[src/rtl/k16_bus_pkg.sv]
// Shared types for the K16 memory arbiter: bus widths and arbiter state encoding.
package k16_bus_pkg;

    localparam int K16_ADDR_W = 16;
    localparam int K16_DATA_W = 16;

    typedef enum logic [1:0] {
        S_CPU = 2'd0,
        S_VID = 2'd1,
        S_REL = 2'd2
    } arb_state_t;

endpackage

[src/rtl/k16_bus_arbiter.sv]
// Single-port RAM arbiter: CPU owns the bus by default, video steals bursts of up to BURST_MAX beats.
// Latency: vid_ack 1 cycle after vid_req (CPU idle), vid_valid 1 cycle after vid_ack; CPU stalled via registered cpu_hold.
// Backpressure: CPU is never preempted while cpu_busy; one guaranteed CPU cycle follows every burst.
module k16_bus_arbiter
    import k16_bus_pkg::*;
#(
    parameter int unsigned BURST_MAX = 8
) (
    input  logic                  clk,
    input  logic                  reset,
    input  logic [K16_ADDR_W-1:0] cpu_address,
    input  logic [K16_DATA_W-1:0] cpu_data_out,
    input  logic                  cpu_write,
    input  logic                  cpu_busy,
    output logic                  cpu_hold,
    output logic [K16_DATA_W-1:0] cpu_data_in,
    input  logic                  vid_req,
    input  logic [K16_ADDR_W-1:0] vid_address,
    output logic                  vid_ack,
    output logic                  vid_valid,
    output logic [K16_DATA_W-1:0] vid_data,
    output logic [K16_ADDR_W-1:0] mem_address,
    output logic [K16_DATA_W-1:0] mem_data_out,
    output logic                  mem_write,
    input  logic [K16_DATA_W-1:0] mem_data_in
);

    localparam logic [8:0] BURST_LIM = 9'(BURST_MAX);

    arb_state_t state;
    arb_state_t state_nxt;
    logic [7:0] beat_cnt;
    logic [8:0] beat_inc;
    logic       fair;

    // Both consumers see the RAM read port directly; ownership is implied by timing.
    assign cpu_data_in  = mem_data_in;
    assign vid_data     = mem_data_in;
    assign mem_data_out = cpu_data_out;
    assign beat_inc     = {1'b0, beat_cnt} + 9'd1;

    always_comb begin
        state_nxt   = state;
        mem_address = cpu_address;
        mem_write   = 1'b0;
        vid_ack     = 1'b0;
        case (state)
            S_CPU: begin
                mem_write = cpu_write;
                if (vid_req && !cpu_busy && !fair) begin
                    state_nxt = S_VID;
                end
            end
            S_VID: begin
                mem_address = vid_address;
                vid_ack     = 1'b1;
                if (!(vid_req && (beat_inc < BURST_LIM))) begin
                    state_nxt = S_REL;
                end
            end
            // Release drives the CPU address early so its re-presented read is ready on return.
            S_REL: begin
                state_nxt = S_CPU;
            end
            default: begin
                state_nxt = S_CPU;
            end
        endcase
    end

    always_ff @(posedge clk) begin
        if (reset) begin
            state     <= S_CPU;
            cpu_hold  <= 1'b0;
            vid_valid <= 1'b0;
            beat_cnt  <= 8'd0;
            fair      <= 1'b0;
        end else begin
            state     <= state_nxt;
            cpu_hold  <= (state_nxt != S_CPU);
            vid_valid <= vid_ack;
            case (state)
                S_VID: beat_cnt <= beat_inc[7:0];
                S_REL: begin
                    beat_cnt <= 8'd0;
                    fair     <= 1'b1;
                end
                S_CPU:   fair <= 1'b0;
                default: beat_cnt <= 8'd0;
            endcase
        end
    end

endmodule

[config.mk]
export PLATFORM = sky130hd
export DESIGN_NAME = k16_bus_arbiter
export DESIGN_NICKNAME = d
export VERILOG_FILES = /design/src/rtl/k16_bus_pkg.sv /design/src/rtl/k16_bus_arbiter.sv
export SDC_FILE = /design/constraint.sdc
export NUM_CORES = 1
export LEC_CHECK = 0
export BUFFER_PORTS_ARGS = -buffer_cell sky130_fd_sc_hd__buf_2
export CORE_MARGIN = 10
export CORE_UTILIZATION = 36
export CTS_CLUSTER_SIZE = 20
export DETAILED_ROUTE_END_ITERATION = 16
export HOLD_SLACK_MARGIN = 0.03
export PLACE_DENSITY = 0.91
export SYNTH_ARGS = -nofsm -noshare
export SYNTH_HDL_FRONTEND = slang
export SYNTH_SLANG_ARGS = --single-unit
[constraint.sdc]
create_clock -name clk -period 2.4 [get_ports clk]
set_input_delay 0.24 -clock clk [delete_from_list [all_inputs] [get_ports clk]]
set_output_delay 0.24 -clock clk [all_outputs]
set_load 0.1 [all_outputs]
==> impl_metrics.csv <==
group,metric,value,unit
status,status,"completed",
power_and_ir_drop,peakVddDrop,0.353,mV
logic_synthesis,synthDistinctLibCells,26,
clocking,cts_tree,"done",
drt,postRouteAntennaNets,0,
finish,antenna_cells,0,
critical_path,critPathMaxFanout,17,
timing,setup_violations,0,
global_routing,gr-usage-all-layers,9.61,%
min_path,hold_path_class,"in -> reg",
clocking,cts_root_buffer,"clkbuf_4",
timing,rsz0062_at_grt,"false",
finish,nets,210,
logic_synthesis,ys_top_cells_by_count,"buf_4 (48), mux2_2 (16), dfxtp_1 (13)",
die,initial_core_util,37.3,%
logic_synthesis,yosys_warnings,0,
power_and_ir_drop,seq_power_share,33.6,%
die,dieArea,5810,sq um
timing,fmax,0.502,GHz
clocking,h-tree-depth,1,
drt,drtIter0Drc,29,
logic_synthesis,synthFlopType,"dfxtp_1",
global_routing,grt_pass1_vias,919,
logic_synthesis,yosys-top-cells-area,"buf_4 (32%), dfxtp_1 (23%), mux2_2 (16%)",
placement,place_hpwl,2530,um
finish,nFillCells,330,
power_and_ir_drop,power.share.clock,20.2,%
die,die_width,76.2,um
die,rows,20,
clocking,worstSkewPairLatency,0.27,ns
critical_path,cp.required,2.16,ns
logic_synthesis,yosysMostFrequentCell,"buf_4",
clocking,post_cts_buffers,0,
global_routing,antenna_found_initial,0,
placement,io_buffers,56,
power_and_ir_drop,netSwitchingFraction,46.9,%
timing,tns,0,ns
timing,hold-worst-slack,0.153,ns
drt,wl_per_cell,16.4,um
critical_path,arrival,1.75,ns
die,coreArea,3050,sq um
timing,finalMaxSlewViolations,0,
timing,skew,0.00239,ns
logic_synthesis,syn_inst,130,
timing,max_slew_margin,67.2,%
logic_synthesis,synth_edf_count,0,
logic_synthesis,yosysTopAreaCell,"buf_4",
power_and_ir_drop,combinationalPowerShare,46.2,%
logic_synthesis,synth_seq_area_share,22.9,%
drt,drc_errors,0,
timing,post-route-min-period,1.99,ns
timing,hold_violations,0,
drt,drt-vias-per-instance,4.69,
logic_synthesis,yosys_register_bits,13,
clocking,cts_sinks,13,
clocking,path_clk_slew,0.07,ns
power_and_ir_drop,p_leak,0.526,nW
logic_synthesis,synth.cell_area,1140,sq um
finish,syn_to_final_growth,-1.65,%
global_routing,grt_max_degree,18,
die,die_y,76.2,um
clocking,cts_hold_buffers,0,
logic_synthesis,syn_nets,200,
clocking,numCtsBuffers,3,
drt,drt_wl_total,3000,um
clocking,cts.repair.resized,0,
finish,drive_gt1_share,57.6,%
logic_synthesis,async_reset_ff_share,0,%
critical_path,critPathKind,"reg -> out",
drt,vias,859,
flow_run,maxCapViolCount,0,
logic_synthesis,yosysTopAreaCellShare,31.6,%
critical_path,crit_path_end_kind,"output pin",
placement,globalplace.congestion,0.828,
power_and_ir_drop,p_per_area,595,nW/um^2
die,ioPinCount,137,
power_and_ir_drop,p_sw,0.000312,W
global_routing,overflow,0,
global_routing,grt_first_pass_wirelength,4740,um
timing,min_period_over_period,83.0,%
clocking,clk_path_buf_depth,2,
power_and_ir_drop,internal_power,0.000354,W
logic_synthesis,avgSynthCellArea,8.76,sq um
timing,worstMarginPinSlew,0.496,ns
critical_path,startpoint_type,"flop",
drt,dr.pass1.iters,4,
[state kept, by name, indices dropped and copies added (netlist names)]
| signal | cells |
|---|---|
| beat_cnt | 8 |
| cpu_hold | 1 |
| fair | 1 |
| state | 2 |
| vid_valid | 1 |
[per-stage QoR]
stage	setup slack (ns)	std cells	area (sq um)	total power [W]	util [%]
6_report	0.407	183	1120	0.000666	36.7
2_1_floorplan	0.432	130	1140	0.000862	-
3_5_place_dp	0.696	179	1090	0.000539	35.8
5_1_grt	0.320	183	1120	0.000689	36.7
3_3_place_gp	0.726	179	1090	0.000536	35.8
4_1_cts	0.395	183	1120	0.000668	36.7
[critical path, cell delays in order, from the launching register on]
cell     delay (ns)
dfxtp_1        0.35
and2b_2        0.45
mux2_2         0.38
buf_2          0.29
[cell type report]
| cell class | count | area [sq um] | share of cell area [%] |
|---|---|---|---|
| multi-input cells | 64 | 487 | 43.5 |
| repair buffers | 57 | 288 | 25.7 |
| flip-flops and latches | 13 | 260 | 23.2 |
| well taps | 44 | 55.1 | 4.92 |
| clock buffers | 4 | 26.3 | 2.35 |
| inverters | 1 | 3.75 | 0.335 |
[metal layers]
metal / vias up / part of all wire, % / global-route usage, %
met5: - / 0 / 0
met4: 0 / 0.90 / 2.42
met3: 8 / 13 / 5.42
met2: 88 / 52 / 17.9
met1: 364 / 35 / 8.71
li1: 399 / - / -
[path summary, 6_finish.rpt]
path	depth (start not counted)	end	slack (ns)	from
max	3	mem_address[10]	0.41	state[1]$_SDFF_PP0_
min	2	fair$_SDFFE_PP0P_	0.15	reset
max reg2reg	5	state[1]$_SDFF_PP0_	0.92	beat_cnt[2]$_SDFFE_PP0N_
min reg2reg	2	beat_cnt[6]$_SDFFE_PP0N_	0.51	beat_cnt[6]$_SDFFE_PP0N_
[cells in the final DEF, fill, tap and decap left out, drive strengths merged]
cell / netlist / layout
and3: 3 / 3
and2: 1 / 1
and2b: 1 / 1
dfxtp: 13 / 13
nand4: 4 / 4
nor2: 11 / 11
or2: 1 / 1
a21oi: 1 / 1
clkbuf: 0 / 4
xnor2: 1 / 1
mux2: 16 / 16
nand2b: 1 / 1
or4: 1 / 1
ha: 1 / 1
o21ai: 3 / 3
o31ai: 1 / 1
mux2i: 3 / 3
o21ba: 1 / 1
nand2: 6 / 6
buf: 52 / 57
nor3b: 2 / 2
inv: 1 / 1
xor2: 5 / 5
or3: 1 / 1
[cell families (layout without fill, tap and decap cells)]
kind of cell	count (synthesis)	after routing	synth area share [%]
and+or+nand+nor	32	32	14.8
muxes	19	19	18.5
adders and majority gates	1	1	1.10
buffers and inverters	53	62	34.8
DFF	13	13	22.9
AOI/OAI and AO/OA	6	6	3.30
xor gates and xnor gates	6	6	4.62
[power groups by stage]
stage	Combinational (W)	Clock, W	Sequential, W
global route	0.000321	0.000144	0.000224
global placement	0.000307	0	0.000229
detailed placement	0.000310	0	0.000229
finish	0.000308	0.000135	0.000224
floorplan	0.000620	0	0.000242
CTS	0.000311	0.000134	0.000224
Note: power is estimated with default switching activity, not from simulation.
